`src/rtl/mem_access_pkg.sv`:
```
// Shared definitions for the memory-access stage.
//   instructions : decoded instruction flags produced upstream
//   mem_state_t  : access FSM states
//   STRB_*       : base byte-enable patterns for byte/half/word stores
//   helpers      : opcode classification, alignment and store-lane encoding
package mem_access_pkg;

    localparam int XLEN = 32;

    typedef struct packed {
        logic add;
        logic sub;
        logic lb;
        logic lh;
        logic lw;
        logic lbu;
        logic lhu;
        logic sb;
        logic sh;
        logic sw;
    } instructions;

    typedef enum logic [1:0] {IDLE, REQ, WAIT, DONE} mem_state_t;

    localparam logic [3:0] STRB_B = 4'b0001;
    localparam logic [3:0] STRB_H = 4'b0011;
    localparam logic [3:0] STRB_W = 4'b1111;

    function automatic logic is_load(input instructions i);
        return i.lb | i.lh | i.lw | i.lbu | i.lhu;
    endfunction

    function automatic logic is_store(input instructions i);
        return i.sb | i.sh | i.sw;
    endfunction

    function automatic logic is_mem(input instructions i);
        return is_load(i) | is_store(i);
    endfunction

    // Halfwords need bit 0 clear, words need both low bits clear.
    function automatic logic is_misaligned(input instructions i, input logic [1:0] a);
        return ((i.lh | i.lhu | i.sh) & a[0]) | ((i.lw | i.sw) & (a != 2'b00));
    endfunction

    function automatic logic [3:0] store_strb(input instructions i, input logic [1:0] a);
        logic [3:0] s;
        s = 4'b0000;
        if (i.sb)      s = STRB_B << a;
        else if (i.sh) s = a[1] ? (STRB_H << 2) : STRB_H;
        else if (i.sw) s = STRB_W;
        return s;
    endfunction

    // Data is replicated across lanes so the strobes alone select the bytes.
    function automatic logic [XLEN-1:0] store_data(input instructions i, input logic [XLEN-1:0] d);
        logic [XLEN-1:0] w;
        w = d;
        if (i.sb)      w = {4{d[7:0]}};
        else if (i.sh) w = {2{d[15:0]}};
        return w;
    endfunction

endpackage

```
`src/rtl/mem_access_if.sv`:
```
// Single-outstanding valid/ready memory port.
//   master : the access stage (drives request, receives response)
//   slave  : the memory (accepts request, returns rvalid/rdata)
interface mem_access_if;
    logic        mem_req_valid;
    logic        mem_req_ready;
    logic [31:0] mem_addr;
    logic        mem_we;
    logic [3:0]  mem_wstrb;
    logic [31:0] mem_wdata;
    logic        mem_rvalid;
    logic [31:0] mem_rdata;

    modport master (
        output mem_req_valid, mem_addr, mem_we, mem_wstrb, mem_wdata,
        input  mem_req_ready, mem_rvalid, mem_rdata
    );

    modport slave (
        input  mem_req_valid, mem_addr, mem_we, mem_wstrb, mem_wdata,
        output mem_req_ready, mem_rvalid, mem_rdata
    );
endinterface

```
`src/rtl/mem_access_load_formatter.sv`:
```
// Aligns the addressed byte/halfword of a read word and sign/zero-extends it.
//   rdata            : raw word from memory
//   addr             : byte offset within the word
//   lb/lh/lw/lbu/lhu : load kind (one-hot)
//   data             : formatted load value
module load_formatter (
    input  logic [31:0] rdata,
    input  logic [1:0]  addr,
    input  logic        lb,
    input  logic        lh,
    input  logic        lw,
    input  logic        lbu,
    input  logic        lhu,
    output logic [31:0] data
);
    logic [15:0] lane;

    // Only the low halfword of the shifted word is ever consumed.
    assign lane = 16'(rdata >> {addr, 3'b000});

    always_comb begin
        // NOTE: default first so every path assigns data; otherwise a latch is inferred.
        data = '0;
        if (lw)       data = rdata;
        else if (lh)  data = {{16{lane[15]}}, lane};
        else if (lhu) data = {16'h0000, lane};
        else if (lb)  data = {{24{lane[7]}}, lane[7:0]};
        else if (lbu) data = {24'h000000, lane[7:0]};
    end
endmodule

```
`src/rtl/mem_access.sv`:
```
// Memory-access stage behind the execute ALU.
//   clk, rstn          : clock, async active-low reset
//   enabled            : one-cycle start strobe (ignored while busy)
//   instr              : decoded instruction flags
//   alu_result         : effective address or value to forward
//   rs2                : store data
//   busy               : access in progress
//   completed          : one-cycle result-valid pulse
//   result             : load data / forwarded value / faulting address
//   misaligned         : qualifies completed; access was not naturally aligned
//   mem                : memory port (master side)
module mem_access
    import mem_access_pkg::*;
#(
    parameter int XLEN = 32
) (
    input  logic            clk,
    input  logic            rstn,
    input  logic            enabled,
    input  instructions     instr,
    input  logic [XLEN-1:0] alu_result,
    input  logic [XLEN-1:0] rs2,
    output logic            busy,
    output logic            completed,
    output logic [XLEN-1:0] result,
    output logic            misaligned,
    mem_access_if.master    mem
);
    mem_state_t      state_q, state_d;
    instructions     instr_q;
    logic [XLEN-1:0] addr_q;
    logic [3:0]      wstrb_q;
    logic [XLEN-1:0] wdata_q;
    logic [XLEN-1:0] result_q;
    logic            mis_q;
    logic [XLEN-1:0] load_data;
    logic            accept;
    logic            go_mem;
    logic            unused_flags;

    assign accept = (state_q == IDLE) && enabled;
    assign go_mem = is_mem(instr) && !is_misaligned(instr, alu_result[1:0]);

    // ALU-only flags are carried in the latched struct but never decoded here.
    assign unused_flags = ^{instr_q.add, instr_q.sub};

    // State register
    always_ff @(posedge clk or negedge rstn) begin
        // NOTE: sequential state uses non-blocking assignments so all flops update together.
        if (!rstn) state_q <= IDLE;
        else       state_q <= state_d;
    end

    // Next-state logic
    always_comb begin
        state_d = state_q;
        unique case (state_q)
            IDLE:    if (enabled) state_d = go_mem ? REQ : DONE;
            REQ:     if (mem.mem_req_ready) state_d = WAIT;
            WAIT:    if (mem.mem_rvalid) state_d = DONE;
            DONE:    state_d = IDLE;
            default: state_d = IDLE;
        endcase
    end

    // State-decoded outputs; reset forces IDLE so the request drops at once.
    always_comb begin
        busy              = (state_q != IDLE);
        completed         = (state_q == DONE);
        misaligned        = (state_q == DONE) && mis_q;
        mem.mem_req_valid = (state_q == REQ);
    end

    load_formatter u_load_formatter (
        .rdata (mem.mem_rdata),
        .addr  (addr_q[1:0]),
        .lb    (instr_q.lb),
        .lh    (instr_q.lh),
        .lw    (instr_q.lw),
        .lbu   (instr_q.lbu),
        .lhu   (instr_q.lhu),
        .data  (load_data)
    );

    // Operand capture and result register. Request fields are captured once at
    // accept, so they cannot move while the request is stalled.
    always_ff @(posedge clk or negedge rstn) begin
        if (!rstn) begin
            instr_q  <= '0;
            addr_q   <= '0;
            wstrb_q  <= '0;
            wdata_q  <= '0;
            result_q <= '0;
            mis_q    <= 1'b0;
        end else begin
            if (accept) begin
                instr_q <= instr;
                addr_q  <= alu_result;
                wstrb_q <= store_strb(instr, alu_result[1:0]);
                wdata_q <= store_data(instr, rs2);
                if (!go_mem) begin
                    result_q <= alu_result;
                    mis_q    <= is_misaligned(instr, alu_result[1:0]);
                end
            end
            if (state_q == WAIT && mem.mem_rvalid) begin
                result_q <= is_store(instr_q) ? '0 : load_data;
                mis_q    <= 1'b0;
            end
        end
    end

    assign result        = result_q;
    assign mem.mem_addr  = {addr_q[XLEN-1:2], 2'b00};
    assign mem.mem_we    = is_store(instr_q);
    assign mem.mem_wstrb = wstrb_q;
    assign mem.mem_wdata = wdata_q;

endmodule

```
`src/flat_wrapper.sv`:
```
// flat-port wrapper written by rule: the top's interface ports become plain ports
module mem_access_flat import mem_access_pkg::*;
#(
    parameter int XLEN = 32
)
  (clk, rstn, enabled, instr, alu_result, rs2, busy, completed, result, misaligned, mem_mem_req_valid, mem_mem_addr, mem_mem_we, mem_mem_wstrb, mem_mem_wdata, mem_mem_req_ready, mem_mem_rvalid, mem_mem_rdata);
  mem_access_if mem_i ();
  input  logic clk;
  input  logic rstn;
  input  logic enabled;
  input  instructions instr;
  input  logic [XLEN-1:0] alu_result;
  input  logic [XLEN-1:0] rs2;
  output logic busy;
  output logic completed;
  output logic [XLEN-1:0] result;
  output logic misaligned;
  output wire logic [$bits(mem_i.mem_req_valid)-1:0] mem_mem_req_valid;
  output wire logic [$bits(mem_i.mem_addr)-1:0] mem_mem_addr;
  output wire logic [$bits(mem_i.mem_we)-1:0] mem_mem_we;
  output wire logic [$bits(mem_i.mem_wstrb)-1:0] mem_mem_wstrb;
  output wire logic [$bits(mem_i.mem_wdata)-1:0] mem_mem_wdata;
  input wire logic [$bits(mem_i.mem_req_ready)-1:0] mem_mem_req_ready;
  input wire logic [$bits(mem_i.mem_rvalid)-1:0] mem_mem_rvalid;
  input wire logic [$bits(mem_i.mem_rdata)-1:0] mem_mem_rdata;
  assign mem_mem_req_valid = mem_i.mem_req_valid;
  assign mem_mem_addr = mem_i.mem_addr;
  assign mem_mem_we = mem_i.mem_we;
  assign mem_mem_wstrb = mem_i.mem_wstrb;
  assign mem_mem_wdata = mem_i.mem_wdata;
  assign mem_i.mem_req_ready = mem_mem_req_ready;
  assign mem_i.mem_rvalid = mem_mem_rvalid;
  assign mem_i.mem_rdata = mem_mem_rdata;
  mem_access #(.XLEN(XLEN)) u_core (.clk(clk), .rstn(rstn), .enabled(enabled), .instr(instr), .alu_result(alu_result), .rs2(rs2), .busy(busy), .completed(completed), .result(result), .misaligned(misaligned), .mem(mem_i));
endmodule
```
`config.mk`:
```
export PLATFORM = sky130hd
export DESIGN_NAME = mem_access_flat
export DESIGN_NICKNAME = d
export VERILOG_FILES = /design/src/rtl/mem_access_pkg.sv /design/src/rtl/mem_access_if.sv /design/src/rtl/mem_access_load_formatter.sv /design/src/rtl/mem_access.sv /design/src/flat_wrapper.sv
export SDC_FILE = /design/constraint.sdc
export NUM_CORES = 1
export LEC_CHECK = 0
export CORE_ASPECT_RATIO = 1.75
export CORE_MARGIN = 2
export CORE_UTILIZATION = 45
export CTS_BUF_LIST = sky130_fd_sc_hd__clkbuf_2 sky130_fd_sc_hd__clkbuf_4 sky130_fd_sc_hd__clkbuf_8
export CTS_CLUSTER_DIAMETER = 60
export CTS_CLUSTER_SIZE = 16
export DETAILED_ROUTE_END_ITERATION = 10
export PLACE_DENSITY = 0.91
export SETUP_SLACK_MARGIN = 0.4
export SYNTH_ARGS = -nofsm -noshare
export SYNTH_HDL_FRONTEND = slang
export SYNTH_SLANG_ARGS = --single-unit
```
`constraint.sdc`:
```
create_clock -name clk -period 2.9 [get_ports clk]
set_clock_uncertainty 0.15 [all_clocks]
set_input_delay 0.87 -clock clk [delete_from_list [all_inputs] [get_ports clk]]
set_output_delay 0.87 -clock clk [all_outputs]
set_load 0.01 [all_outputs]
```
==> reports/metrics.yaml <==
synth:
  synth-seq-area-share_pct: 47.6
  ys_seq_elements: 111
  synth_top_area_share_pct: 47.6
  synth_warnings: 0
  synth.largest_area_cell: "dfrtp_1"
  synth_edf_count: 0
  yosysMostFrequentCell: "nand2_1"
  postSynthAreaPerCell_um2: 8.83
  yosys-top-cells-count: "nand2_1 (176), dfrtp_1 (111), nor2_1 (43), o21ai_0 (43), mux2i_1 (42)"
  ys_async_sr_fraction_pct: 100
  syn_inst: 661
  synth_cell_type_count: 42
  netlist_area_mm2: 0.00584
  synth-main-ff-cell: "dfrtp_1"
  synthTopCellsByArea: "dfrtp_1 (48%), nand2_1 (11%), mux2i_1 (7.2%)"
drt:
  first_iter_violations: 320
  first_pass_iters: 6
  avgViaCountPerCell: 5.43
  ant_nets: 0
  vias: 5606
  drcViolationCount: 0
  wirelength_um: 18500
  post_drt_wl_per_cell_um: 17.9
floorplanning:
  io_pins: 216
  die_x_um: 90.1
  initial_core_util_pct: 45.6
  design.die.area_mm2: 0.0139
  core_mm2: 0.0128
  num_rows: 55
  fp.dieH_um: 155
sta:
  setup_slack_ps: 316
  fin_crit_sh_pct: 89.1
  rsz0062_at_grt: "yes"
  timing.fmax_ghz: 0.387
  period_minus_slack_ps: 2580
  setup_viol: 0
  whs_ps: 332
  hold_viol_final: 0
  maxSlewHeadroom_pct: 55.6
  maxSlewViolCount: 0
  tightest_slew_ps: 666
final_layout:
  nFillCells: 1002
  nets: 971
  syn_to_final_growth_pct: 45.5
  finalNonFillerCells: 1033
  fin_util_pct: 66.3
  final_layout_size_suffix_gt1_share_pct: 10.1
critical_path:
  path_buf_inv: 2
  startpoint_type: "primary input"
  critical_path_arrival_ps: 2700
  path_class: "in2reg"
  critPathMaxStageDelay_ps: 530
  path_cells: "buf_6, or4_4, o211a_1, or3_4, buf_12, o21a_1, o22a_1"
  critPathCaptureType: "register"
  crit_family: "simple AND/OR/NAND/NOR gates"
  cp_slowest_cell: "or4_4"
  path_max_fanout: 6
  required_ps: 3020
min_path:
  hold_path_class: "reg2reg"
pwr:
  p_leak_nw: 3.79
  ir_drop_v: 0.000555
  p_per_area_mw_per_mm2: 967
place:
  port_buffers: 211
  dp_slack_ps: -472
  place_congestion: 0.938
  dp_cells: 1005
  dp.final_hpwl_um: 13500
clock_network:
  cts.path.max_buffers: 2
  clock-sinks: 111
  htreeDepth: 3
  clock_latency_ps: 370
  cts_made_buffers: 9
  tritoncts: "yes"
  cts.root.buffer_cell: "clkbuf_8"
  clk_pin_slew_ps: 100
global_route:
  grt_pass1_vias: 5614
  grt_max_degree: 71
  overflow: 0
  grt_pass1_wl_um: 28700
  grt_antenna_before_repair: 1
  grtUsageTotal_pct: 26.1
status:
  status: "complete, no violations"
run:
  maxCapViolCount: 0
## flip-flops by register name (all words and copies together), names as in the netlist
register,flops
u_core.addr_q,32
u_core.instr_q,8
u_core.mem.mem_wdata,32
u_core.mem.mem_wstrb,4
u_core.mis_q,1
u_core.result,32
u_core.state_q,2
## area by class of cell
type                       instances  area, um^2  share of cell area [%]
sequential                       111        2780                    32.7
multi-input combinational        466        2670                    31.5
timing repair buffer             260        2600                    30.6
tap                              171         214                    2.52
clock buffer                      10         131                    1.55
clock inverter                     6        67.6                   0.796
inverter                           7        26.3                   0.309
antenna                            2        5.00                  0.0589
## kinds of logic (layout without fill, tap and decap cells)
logic type	after synthesis	count (layout)	share of synthesized area [%]
AOI/OAI and AO/OA	146	146	16.6
adders and majority gates	5	5	1.07
buffers and inverters	85	283	7.91
DFF	111	111	47.6
muxes	44	44	7.59
other	1	4	0.0642
and+or+nand+nor	269	269	19.1
## worst min-delay path: cells and delay by family (launching register included)
family / cells / cell delay, ps
simple gates: 2 / 100
flops: 1 / 350
## per-layer routing
metal	wire length [um]	vias to the layer above	GRT usage [%]
met5	0	-	0
met4	1000	0	15.6
met3	1110	59	5.26
met2	9600	259	46.3
met1	6780	2664	28.6
li1	-	2624	-
## through the flow
step	power (W)	setup TNS (ps)	cell area, um^2
2_1_floorplan	0.00512	0	5860
3_3_place_gp	0.00697	-8820	8110
3_5_place_dp	0.00714	-11160	8110
4_1_cts	0.00820	0	8450
5_1_grt	0.00874	0	8490
6_report	0.00821	0	8490
## path summary, 6_finish.rpt
kind,start,endpoint,slack [ps],depth (start not counted)
setup / recovery,instr[3],u_core.result[30],320,7
setup reg to reg,u_core.addr_q[1],u_core.result[11],550,5
hold / removal,u_core.addr_q[24],u_core.addr_q[24],330,2
min in group asynchronous,rstn,u_core.result[6],340,2
max in group asynchronous,rstn,u_core.addr_q[24],1800,2
hold reg to reg,u_core.addr_q[24],u_core.addr_q[24],330,2
## layout by cell type, fill, tap and decap left out, drive strengths merged, types with 2 or more instances in the layout
cell type / Yosys / layout
clkdlybuf4s50: 0 / 195
nand2: 176 / 176
dfrtp: 111 / 111
buf: 44 / 55
nor2: 43 / 43
o21ai: 43 / 43
mux2i: 42 / 42
a21oi: 33 / 33
nor3: 20 / 20
nor2b: 18 / 18
o21a: 16 / 16
o22a: 16 / 16
clkbuf: 34 / 10
inv: 7 / 9
a222oi: 8 / 8
a211oi: 7 / 7
o221ai: 7 / 7
dlygate4sd2: 0 / 5
ha: 5 / 5
clkdlybuf4s15: 0 / 4
and2: 3 / 3
or3: 3 / 3
diode: 0 / 2
o311ai: 2 / 2
a211o: 2 / 2
nand3b: 2 / 2
a31oi: 2 / 2
mux2: 2 / 2
conb: 1 / 2
clkinvlp: 0 / 2
a221oi: 2 / 2
o31ai: 2 / 2
## timing repair
action | in CTS | in global routing
setup buffers | 4 | 3
gates cloned | 3 | 0
setup endpoints to repair | 40 | 26
pin swaps | 12 | 1
resized for setup | 43 | 7
hold buffers | 0 | 0
endpoints found under the hold margin | 0 | 0
## report_power, final
group          switching, W  internal, W
logic               0.00212      0.00234
registers          0.000494      0.00230
clock network      0.000548     0.000415
total               0.00316      0.00505
(Power assumes the default switching activity.)
